File: src/rtl/ksa15_pkg.sv
// Shared definitions for the 15-bit Kogge-Stone multi-word adder front-end.
package ksa15_pkg;

    localparam int unsigned DEF_WORD_W = 15;
    localparam int unsigned DEF_IDX_W  = 8;

    typedef enum logic [0:0] {
        IDLE,
        RUN
    } state_t;

    // One registered output beat.
    typedef struct packed {
        logic [DEF_WORD_W-1:0] sum;
        logic                  last;
        logic                  cout;
        logic [DEF_IDX_W-1:0]  idx;
    } out_beat_t;

endpackage

File: src/rtl/ksa15_core.sv
// 15-bit Kogge-Stone adder with carry-in: s[15:0] = x + y + cin.
// The carry-in is folded into the bit-0 generate term, so the four prefix
// levels (spans 1, 2, 4, 8) directly yield every bit's carry-in.
module ksa15_core (
    input  logic [14:0] x,
    input  logic [14:0] y,
    input  logic        cin,
    output logic [15:0] s
);

    logic [14:0] p0, g0;
    logic [14:0] p1, g1;
    logic [14:0] p2, g2;
    logic [14:8] p3;
    logic [14:0] g3;
    logic [14:0] g4;

    // Bit-level generate/propagate with carry-in merged into bit 0
    always_comb begin
        p0    = x ^ y;
        g0    = x & y;
        g0[0] = g0[0] | (p0[0] & cin);
    end

    // Prefix level, span 1
    always_comb begin
        g1 = g0;
        p1 = p0;
        for (int i = 1; i < 15; i++) begin
            g1[i] = g0[i] | (p0[i] & g0[i-1]);
            p1[i] = p0[i] & p0[i-1];
        end
    end

    // Prefix level, span 2
    always_comb begin
        g2 = g1;
        p2 = p1;
        for (int i = 2; i < 15; i++) begin
            g2[i] = g1[i] | (p1[i] & g1[i-2]);
            p2[i] = p1[i] & p1[i-2];
        end
    end

    // Prefix level, span 4; only the upper propagates feed the last level
    always_comb begin
        g3 = g2;
        for (int i = 4; i < 15; i++) begin
            g3[i] = g2[i] | (p2[i] & g2[i-4]);
        end
        for (int i = 8; i < 15; i++) begin
            p3[i] = p2[i] & p2[i-4];
        end
    end

    // Prefix level, span 8; g4[i] is the carry out of bit i
    always_comb begin
        g4 = g3;
        for (int i = 8; i < 15; i++) begin
            g4[i] = g3[i] | (p3[i] & g3[i-8]);
        end
    end

    // Sum bits and final carry-out
    always_comb begin
        s = {g4[14], p0 ^ {g4[13:0], cin}};
    end

endmodule

File: src/rtl/ksa15_multiword_adder.sv
// Streams multi-word operands (15-bit words, LSW first) through ksa15_core,
// carrying between words in carry_q; one registered result per input word.
// Optional feature macro: KSA_SUB_EN adds in_sub and per-operand subtraction.
// WORD_W and IDX_W must match the package defaults (out_beat_t is sized by them).
module ksa15_multiword_adder
    import ksa15_pkg::*;
#(
    parameter int unsigned WORD_W = DEF_WORD_W,
    parameter int unsigned IDX_W  = DEF_IDX_W
) (
    input  logic              clk,
    input  logic              rst_n,
    input  logic              in_valid,
    output logic              in_ready,
    input  logic [WORD_W-1:0] in_x,
    input  logic [WORD_W-1:0] in_y,
    input  logic              in_first,
    input  logic              in_last,
`ifdef KSA_SUB_EN
    input  logic              in_sub,
`endif
    output logic              out_valid,
    input  logic              out_ready,
    output logic [WORD_W-1:0] out_sum,
    output logic              out_last,
    output logic              out_cout,
    output logic [IDX_W-1:0]  out_idx,
    output logic              seq_err
);

    state_t            state_q, state_d;
    logic              carry_q;
    logic              seq_err_q;
    logic              out_valid_q;
    out_beat_t         out_q, beat_d;
    logic              accept, is_first, frame_err;
    logic [WORD_W-1:0] y_eff;
    logic              init_c, cin;
    logic [15:0]       sum_full;
    logic [IDX_W-1:0]  idx_d;
`ifdef KSA_SUB_EN
    logic              sub_q;
    logic              sub_eff;
`endif

    // Ready is forced low in reset; otherwise full-throughput single-stage pipeline
    assign in_ready = rst_n & (~out_valid_q | out_ready);

    // Handshake and framing classification; a beat in IDLE always starts an operand
    always_comb begin
        accept    = in_valid & in_ready;
        is_first  = in_first | (state_q == IDLE);
        frame_err = in_first ? (state_q == RUN) : (state_q == IDLE);
    end

`ifdef KSA_SUB_EN
    // Subtract mode comes from in_sub on a first beat, from the latch afterwards
    always_comb begin
        sub_eff = is_first ? in_sub : sub_q;
        y_eff   = sub_eff ? ~in_y : in_y;
        init_c  = sub_eff;
    end
`else
    // Add-only build: operand Y passes straight through, initial carry is zero
    always_comb begin
        y_eff  = in_y;
        init_c = 1'b0;
    end
`endif

    // Carry-in select: fresh operand restarts the chain, otherwise chain the carry
    always_comb begin
        cin = is_first ? init_c : carry_q;
    end

    ksa15_core u_core (
        .x   (in_x),
        .y   (y_eff),
        .cin (cin),
        .s   (sum_full)
    );

    // Word index: restart on first beat, else increment and saturate
    always_comb begin
        if (is_first) begin
            idx_d = '0;
        end else if (out_q.idx == '1) begin
            idx_d = out_q.idx;
        end else begin
            idx_d = out_q.idx + IDX_W'(1);
        end
    end

    // Assemble the next output beat
    always_comb begin
        beat_d      = '0;
        beat_d.sum  = sum_full[14:0];
        beat_d.last = in_last;
        beat_d.cout = in_last & sum_full[15];
        beat_d.idx  = idx_d;
    end

    // FSM next state
    always_comb begin
        state_d = state_q;
        if (accept) begin
            state_d = in_last ? IDLE : RUN;
        end
    end

    // FSM state register
    always_ff @(posedge clk or negedge rst_n) begin
        if (!rst_n) begin
            state_q <= IDLE;
        end else begin
            state_q <= state_d;
        end
    end

    // Inter-word carry, subtract latch and sticky framing error
    always_ff @(posedge clk or negedge rst_n) begin
        if (!rst_n) begin
            carry_q   <= 1'b0;
            seq_err_q <= 1'b0;
`ifdef KSA_SUB_EN
            sub_q     <= 1'b0;
`endif
        end else if (accept) begin
            carry_q <= sum_full[15];
            if (frame_err) begin
                seq_err_q <= 1'b1;
            end
`ifdef KSA_SUB_EN
            if (is_first) begin
                sub_q <= in_sub;
            end
`endif
        end
    end

    // Output register: load on accept, drop valid when drained, else hold
    always_ff @(posedge clk or negedge rst_n) begin
        if (!rst_n) begin
            out_valid_q <= 1'b0;
            out_q       <= '0;
        end else if (accept) begin
            out_valid_q <= 1'b1;
            out_q       <= beat_d;
        end else if (out_ready) begin
            out_valid_q <= 1'b0;
        end
    end

    assign out_valid = out_valid_q;
    assign out_sum   = out_q.sum;
    assign out_last  = out_q.last;
    assign out_cout  = out_q.cout;
    assign out_idx   = out_q.idx;
    assign seq_err   = seq_err_q;

endmodule
File: config.mk
export PLATFORM = sky130hd
export DESIGN_NAME = ksa15_multiword_adder
export DESIGN_NICKNAME = d
export VERILOG_FILES = /design/src/rtl/ksa15_pkg.sv /design/src/rtl/ksa15_core.sv /design/src/rtl/ksa15_multiword_adder.sv
export SDC_FILE = /design/constraint.sdc
export NUM_CORES = 1
export LEC_CHECK = 0
export ABC_AREA = 0
export CAP_MARGIN = 20
export CORE_MARGIN = 5
export CORE_UTILIZATION = 50
export CTS_CLUSTER_DIAMETER = 60
export DETAILED_ROUTE_END_ITERATION = 12
export PLACE_DENSITY_LB_ADDON = 0.2
export RECOVER_POWER = 50
export REMOVE_ABC_BUFFERS = 1
export SLEW_MARGIN = 20
export SYNTH_ARGS = -nofsm -noshare
export SYNTH_HDL_FRONTEND = slang
export SYNTH_SLANG_ARGS = --single-unit
File: constraint.sdc
create_clock -name clk -period 3.5 [get_ports clk]
set_input_delay 0.35 -clock clk [delete_from_list [all_inputs] [get_ports clk]]
set_output_delay 0.35 -clock clk [all_outputs]
set_load 0.02 [all_outputs]
# After elaboration in Yosys (flattened, before gate mapping)

Index checks and enable logic that the tools add are counted.

Input bits: 36
Output and inout port bits: 28
Bits in registers: 29

Add/subtract/negate cells: 1
Bitwise operators: 133
Reduce and logical (&&, ||, !) cells: 3
Equality and inequality tests: 2
Mux-type cells: 7

Operators with widths:

| operator                                    | count |
|---|---|
| bitwise AND 1 bit                           | 80 |
| OR 1 bit                                    | 48 |
| bitwise XOR 15 bit                          | 2 |
| 2-to-1 mux 8 bit                            | 2 |
| bitwise AND 15 bit                          | 1 |
| adder 8 x 1 -> 8 bit, second input constant | 1 |
| equality test 8 bit, second input constant  | 1 |
| 2-to-1 mux 1 bit                            | 5 |
| AND reduction 2 bit                         | 2 |
| != test 2 bit, second input constant        | 1 |
| NOT 1 bit                                   | 2 |
| nonzero test 2 bit                          | 1 |

# Logic depth before layout (Yosys ltp)

Gate-level depths: netlist of run 1.

Depth after elaboration: 12
Mapped depth: 12

# Hierarchy

From an unflattened synthesis of run 1, not the netlist that was laid out.

Cell total of the unflattened synthesis: 235
Area total of the unflattened synthesis: 2,034.5 µm²

By module, submodules not included:

| module                | times used | seq. area each (µm²) | cells each | area each (µm²) |
|---|---|---|---|---|
| ksa15_multiword_adder | 1          | 725.7                | 140        | 1,276.2 |
| ksa15_core            | 1          | 0.0                  | 95         | 758.2 |

# Worst setup path before layout of run 1

Ideal clock, no wire load.

Path type: in2reg
Start point: input in_first
End point: register out_q, in the netlist out_sum[14]
Path slack: 1.059 ns
Arrival: 2.372 ns
Stages: 12
Path buffers: 1
Path through: inv_1 ha_1 clkbuf_1 and2_1 fa_1 inv_1 fa_1 nor2b_1 o31a_1 nor3_2 o41a_1 nand3_1

Cells in the longest elaborated chain, start to end: 11

Ends and longest elaborated chain:

| item                 | RTL line                     | source |
|---|---|---|
| start, declared      | ksa15_multiword_adder.sv:17  | `input logic in_first,` |
| OR 1 bit             | ksa15_multiword_adder.sv:52  | `is_first = in_first \| (state_q == IDLE);` |
| 2-to-1 mux 1 bit     | ksa15_multiword_adder.sv:73  | `cin = is_first ? init_c : carry_q;` |
| bitwise AND 1 bit    | ksa15_core.sv:22             | `g0[0] = g0[0] \| (p0[0] & cin);` |
| OR 1 bit             | ksa15_core.sv:22             |  |
| bitwise AND 1 bit    | ksa15_core.sv:30             | `g1[i] = g0[i] \| (p0[i] & g0[i-1]);` |
| OR 1 bit             | ksa15_core.sv:30             |  |
| bitwise AND 1 bit    | ksa15_core.sv:49             | `g3[i] = g2[i] \| (p2[i] & g2[i-4]);` |
| OR 1 bit             | ksa15_core.sv:49             |  |
| bitwise AND 1 bit    | ksa15_core.sv:60             | `g4[i] = g3[i] \| (p3[i] & g3[i-8]);` |
| OR 1 bit             | ksa15_core.sv:60             |  |
| bitwise XOR 15 bit   | ksa15_core.sv:66             | `s = {g4[14], p0 ^ {g4[13:0], cin}};` |
| end signal, assigned | ksa15_multiword_adder.sv:148 | `out_q <= beat_d;` |
| end, declared        | ksa15_multiword_adder.sv:35  | `out_beat_t out_q, beat_d;` |

Every way passes these cells.
A chain may end at the register's enable or synchronous reset.

# Final worst setup path of run 1

Start point: input in_first
End point: register out_q, in the netlist out_sum[12]

Cells in the longest elaborated chain, start to end: 11

Ends and longest elaborated chain:

| item               | RTL line                    | source |
|---|---|---|
| OR 1 bit           | ksa15_multiword_adder.sv:52 |  |
| 2-to-1 mux 1 bit   | ksa15_multiword_adder.sv:73 |  |
| bitwise AND 1 bit  | ksa15_core.sv:22            |  |
| OR 1 bit           | ksa15_core.sv:22            |  |
| bitwise AND 1 bit  | ksa15_core.sv:30            |  |
| OR 1 bit           | ksa15_core.sv:30            |  |
| bitwise AND 1 bit  | ksa15_core.sv:40            | `g2[i] = g1[i] \| (p1[i] & g1[i-2]);` |
| OR 1 bit           | ksa15_core.sv:40            |  |
| bitwise AND 1 bit  | ksa15_core.sv:60            |  |
| OR 1 bit           | ksa15_core.sv:60            |  |
| bitwise XOR 15 bit | ksa15_core.sv:66            |  |

Every way passes these cells.

==> metrics.cfg, run 1 <==
[outcome]
status=complete, no violations

[floorplan]
initial_core_util_pct=50.7
rows=23
coreArea_sq_um=3940
die_h_um=73.3
pin_count=64
die_x_um=73.3
dieArea_sq_um=5370

[synthesis]
synth_edf_count=0
synth_area_sq_um=2000
yosysWarnings=0
netlist_instances=227
ys_seq_elements=29
synth_flop_cell=dfrtp_1
async_flop_share_pct=100
synth-seq-area-share_pct=36.3
ys_types=49
postSynthAreaPerCell_sq_um=8.81

[critical_path]
start_kind=primary input
reg2reg_from=state_q
cp_max_fo=3
critPathKind=primary input to flop
r2r_slack_ns=0.94
cp.required_ns=3.73
r2r-end=out_sum[12]
end_kind=flop
worstPathArrival_ns=2.97
worstRegToRegCells=10

[timing]
fmaxAchievable_ghz=0.364
finalSetupViolCount=0
skew_ns=0.00965
tns_ns=0
fin_crit_sh_pct=78.5
final_max_slew_viol_count=0
period_needed_ns=2.75
hold_viol=0
timing.slew.headroom_pct=54.7
worst_pin_slew_ns=0.679
rsz0062_at_grt=no

[power_and_ir_drop]
power.leakage_nw=1.21
ir_drop_mv=0.303
cellPowerDensity_nw_per_um2=403

[cells_and_area]
regArea_sq_um=726
post_route_cells_drive_above_1_share_pct=4.76
fin_nets=348
multi_input_area_sq_um=1230
fillers=337
stdcell_area_sq_um=2780
antenna_cells=0
area_delta_synth_final_pct=38.8

[routing]
postRouteAntennaNets=0
drcViolationCount=0
firstDrtPassIters=4
vias_per_cell=5.83
vias=2005
drt_iter0_drc=117
wl_per_cell_um=14.8
routed_wl_um=5100

[global_route]
antenna_found_initial=0
grt_pass1_vias=1904
grt_overflow=0
grt_max_degree=37
grtUsageTotal_pct=20.0
grt_pass1_wl_um=8310

[cts]
cts_tree=done
cts_setup_buffers=0
holdBufCountCts=0
clkTransAtPathRegs_ns=0.07
cts_htree_levels=2
clockBufferDepth=2
clock_sinks=29
root_buffer=clkbuf_8
cts_resized=0
cts_buffers=5
insertion_delay_ns=0.29

[hold_path]
min_from=seq_err
worstHoldPathCells=1
hold_class=flop to flop
min_to=seq_err

[place]
finalWeightedCongestion=0.847
post-dp-hpwl_um=3880
numPortBuffers=63
placed_area_sq_um=2700

[job]
cap_violations=0

[stage by stage]
| stage | total power (W) | setup WS (ns) | util, % | hold WS [ns] | std cells |
|---|---|---|---|---|---|
| global route | 0.00118 | 0.658 | 70.5 | 0.470 | 344 |
| floorplan | 0.000654 | 1.15 | - | 0.0544 | 220 |
| CTS | 0.00114 | 0.787 | 70.5 | 0.419 | 344 |
| finish | 0.00112 | 0.753 | 70.5 | 0.453 | 344 |
| global placement | 0.000847 | 0.593 | 68.4 | 0.439 | 337 |
| detailed placement | 0.000854 | 0.506 | 68.4 | 0.446 | 337 |
[how the worst max path moves through the flow]
stage / from / end / slack (ns) / depth (start not counted)
6_report: in_first / out_sum[12] / 0.75 / 12
5_1_grt: in_first / out_sum[12] / 0.66 / 12
4_1_cts: in_first / out_sum[12] / 0.79 / 12
3_5_place_dp: in_first / out_sum[12] / 0.51 / 12
3_3_place_gp: in_first / out_sum[12] / 0.59 / 12
2_1_floorplan: in_first / out_sum[12] / 1.15 / 11
[sequential cells by signal, indices dropped and copies added, names as in the netlist]
name and cells:
state_q 1, carry_q 1, out_idx 8, out_sum 15
out_cout 1, seq_err 1, out_last 1, out_valid 1
[final cells by class]
| cell class | instances | share of cell area, % |
|---|---|---|
| clock buffer | 7 | 3.11 |
| inverter | 5 | 0.676 |
| multi-input combinational | 186 | 44.2 |
| sequential | 29 | 26.1 |
| tap | 50 | 2.25 |
| timing repair buffer | 67 | 23.6 |
[synth_stat cells (all sizes together) (3+ instances only)]
| master | count | area [sq um] |
|---|---|---|
| ha | 16 | 200 |
| nand4 | 4 | 25.0 |
| a211oi | 4 | 30.0 |
| nand3 | 10 | 50.1 |
| clkbuf | 5 | 18.8 |
| nand2 | 30 | 113 |
| a21oi | 16 | 83.8 |
| a22o | 4 | 35.0 |
| o31ai | 3 | 22.5 |
| dfrtp | 29 | 726 |
| nor3 | 8 | 50.1 |
| inv | 5 | 18.8 |
| and2 | 3 | 18.8 |
| nor2 | 15 | 56.3 |
| and3 | 7 | 43.8 |
| o21ai | 22 | 110 |
| xor2 | 5 | 43.8 |
| a21o | 3 | 22.5 |
| o21bai | 3 | 22.5 |
| o21a | 4 | 30.0 |
[power breakdown]
group,switching [W],total (W),internal [W]
clock,0.000128,0.000284,0.000156
sequential,0.0000311,0.000419,0.000388
combinational,0.000220,0.000415,0.000195
total,0.000379,0.00112,0.000739
[cells by family after synthesis]
group	Yosys count	share of synthesized area, %
AOI/OAI and AO/OA	77	25.4
xor gates and xnor gates	6	2.63
adders and majority gates	18	12.0
buffers and inverters	12	2.38
DFF	29	36.3
muxes	3	1.63
and+or+nand+nor	82	19.7
[critical path, cell delays in order]
cell and delay (ns):
clkdlybuf4s50_1 0.45, inv_1 0.04, ha_1 0.20, and2_1 0.17, fa_1 0.40, inv_1 0.08
fa_1 0.20, nor2b_1 0.08, o31ai_1 0.37, a31oi_1 0.23, a211o_1 0.33, nand3_1 0.06
[placed cells by master (no fill, tap or decap), drive strengths merged, types with 8 or more instances in the layout]
master	synthesis	layout
clkdlybuf4s50	0	49
nand2	30	30
dfrtp	29	29
o21ai	22	22
ha	16	16
a21oi	16	16
nor2	15	15
dlygate4sd3	0	14
nand3	10	10
nor3	8	8
clkbuf	5	8
[routing by layer]
layer  track usage, %  up-vias  part of all wire (%)
met4             9.84        0                   1.8
li1                 -      984                     -
met3             4.24        7                   6.4
met1             24.0      949                    43
met5                0        -                     0
met2             33.7       65                    49
Note: power is estimated with default switching activity, not from simulation.
==> run 2, diff against run 1 <==
- CORE_UTILIZATION: 50 -> 47
- clock period: 3.5 -> 2.7 ns (I/O delays scaled with it)
==> run 2 against run 1 <==
Net effect:
- sequential power up 30%
- count of clock-buffer cells in the layout unchanged
- sequential share of layout area down 0.14 points
- non-clock buffer count up 3
- clock power up 29%
- register-to-register slack worse by 0.63 ns
- flip-flop and latch count unchanged
- clock skew down 0.0060 ns
- combinational power up 30%
- die area up 5.5%
- worst setup slack worse by 0.56 ns
- critical path type unchanged
- largest power group unchanged
- highest routed layer unchanged
==> metrics.cfg, run 2 (synthesis results as in run 1) <==
[outcome]
status=complete, no violations

[floorplan]
die_h_um=75.2  ; +2.7%
dieArea_sq_um=5660  ; +5.5%
pin_count=64  ; unchanged
coreArea_sq_um=4060  ; +2.9%
die_x_um=75.2  ; +2.7%
initial_core_util_pct=49.3  ; -1.4 points
rows=23  ; unchanged

[timing]
finalSetupViolCount=0  ; unchanged
fmaxAchievable_ghz=0.399
fin_crit_sh_pct=92.9
worst_slack_ns=0.191  ; -0.562 ns
worst_pin_slew_ns=1.00  ; +0.321 ns
timing.slew.headroom_pct=33.3  ; -21 points
worst_hold_slack_ns=0.291  ; -0.162 ns
rsz0062_at_grt=no
hold_viol=0  ; unchanged
skew_ns=0.00361  ; -0.00603 ns
period_needed_ns=2.51
final_max_slew_viol_count=0  ; unchanged

[critical_path]
end_kind=flop
cp_max_fo=3  ; unchanged
worstPathArrival_ns=2.73  ; -0.24 ns
slowest_delay_ns=0.46  ; about the same
cp_slowest_cell=clkdlybuf4s50_1
worst-path-buf-inv=3  ; unchanged
r2r_slack_ns=0.31  ; -0.63 ns
critPathKind=primary input to flop
cp.required_ns=2.92  ; -0.81 ns
start_kind=primary input
crit_family=compound AO/OA/AOI/OAI gates
crit_path_cell_trace=clkdlybuf4s50_1 -> inv_1 -> ha_1 -> and2_1 -> fa_1 -> inv_1 -> fa_1 -> nor2b_1 -> o31ai_1 -> a31oi_1 -> a211o_1 -> nand3_1

[cts]
holdBufCountCts=0  ; unchanged
insertion_delay_ns=0.28  ; about the same
clockBufferDepth=2  ; unchanged
cts_buffers=5  ; unchanged
root_buffer=clkbuf_8
cts_setup_buffers=0  ; unchanged
clkTransAtPathRegs_ns=0.06  ; about the same
cts_tree=done
cts_htree_levels=2  ; unchanged
clock_sinks=29  ; unchanged
cts_resized=0  ; unchanged

[power_and_ir_drop]
power.leakage_nw=1.22  ; +0.58%
ir_drop_mv=0.293  ; -3.1%
power_w=0.00145  ; +30%
cellPowerDensity_nw_per_um2=520  ; +29%

[cells_and_area]
fin_nets=351  ; +0.86%
largest_register_ffs=15  ; unchanged
layout_common_cells=49 x clkdlybuf4s50_1, 30 x nand2_1, 29 x dfrtp_1
stdcell_area_sq_um=2790  ; +0.54%
post_route_cells_drive_above_1_share_pct=5.05  ; +0.29 points
final_common_cell=clkdlybuf4s50_1
post-route-util_pct=68.8  ; -1.6 points
antenna_cells=0  ; unchanged
area_delta_synth_final_pct=39.6

[hold_path]
hold_class=primary input to async pin

[global_route]
grt_max_degree=19  ; -49%
antenna_found_initial=0  ; unchanged
grt_pass1_vias=2015  ; +5.8%
grtUsageTotal_pct=19.5  ; -0.45 points
grt_pass1_wl_um=8550  ; +2.9%
grt_overflow=0  ; unchanged

[routing]
vias_per_cell=5.69  ; -2.3%
wl_per_cell_um=14.6  ; -1.7%
vias=1975  ; -1.5%
firstDrtPassIters=4  ; unchanged
drcViolationCount=0  ; unchanged
postRouteAntennaNets=0  ; unchanged
drt_iter0_drc=93  ; -21%
routed_wl_um=5060  ; -0.82%

[place]
numPortBuffers=63  ; unchanged
finalWeightedCongestion=0.853  ; +0.74%
placed_area_sq_um=2720  ; +0.84%
post-dp-hpwl_um=4010  ; +3.4%
place_ws_ns=-0.0846  ; -0.590 ns

[job]
cap_violations=0  ; unchanged

-- run 2: path summary, 6_finish.rpt --
path / start / end / cells past startpoint
max: in_first / out_sum[12] / 12
min: rst_n / state_q / 1
max reg2reg: state_q / out_sum[12] / 10
min reg2reg: seq_err / seq_err / 1
max in group asynchronous: rst_n / out_sum[10] / 2
min in group clk: seq_err / seq_err / 1
-- run 2: layout make-up --
cell class,instances,area (sq um)
fill,345,1260
tap,50,62.6
inverter,5,18.8
timing repair buffer,70,672
multi-input combinational,186,1230
sequential,29,726
clock buffer,7,86.3
-- run 2: worst reg2reg max path: cells and delay by family (launching register included) --
| kind | cells | cell delay [ns] |
|---|---|---|
| and+or+nand+nor | 3 | 0.29 |
| adders and majority gates | 3 | 0.78 |
| buffers and inverters | 1 | 0.09 |
| AOI/OAI and AO/OA | 3 | 0.80 |
| DFF | 1 | 0.38 |
-- run 2: metal layers --
| layer | share of wire, % | global-route usage [%] | wire, um | up-vias |
|---|---|---|---|---|
| met5 | 0 | 0 | 0 | - |
| met4 | 1.5 | 8.93 | 78 | 0 |
| met3 | 7.2 | 4.81 | 366 | 6 |
| met2 | 49 | 33.8 | 2490 | 60 |
| met1 | 42 | 22.7 | 2130 | 918 |
| li1 | - | - | - | 991 |
-- run 2: power by group --
group          internal, W  leakage [nW]  switching (W)  total, W
clock             0.000202        0.0443       0.000165  0.000367
combinational     0.000256         0.804       0.000285  0.000540
sequential        0.000503         0.367      0.0000414  0.000545
-- run 2: stage by stage --
stage               std cells  TNS [ns]
finish                    347         0
floorplan                 220         0
CTS                       347         0
global route              347         0
detailed placement        340    -0.239
global placement          340   -0.0589
==> run 3, diff against run 2 <==
- SKIP_LAST_GASP: default -> 1
==> results of run 3 <==
No change in the layout: final DEF, timing and power equal those of run 2.
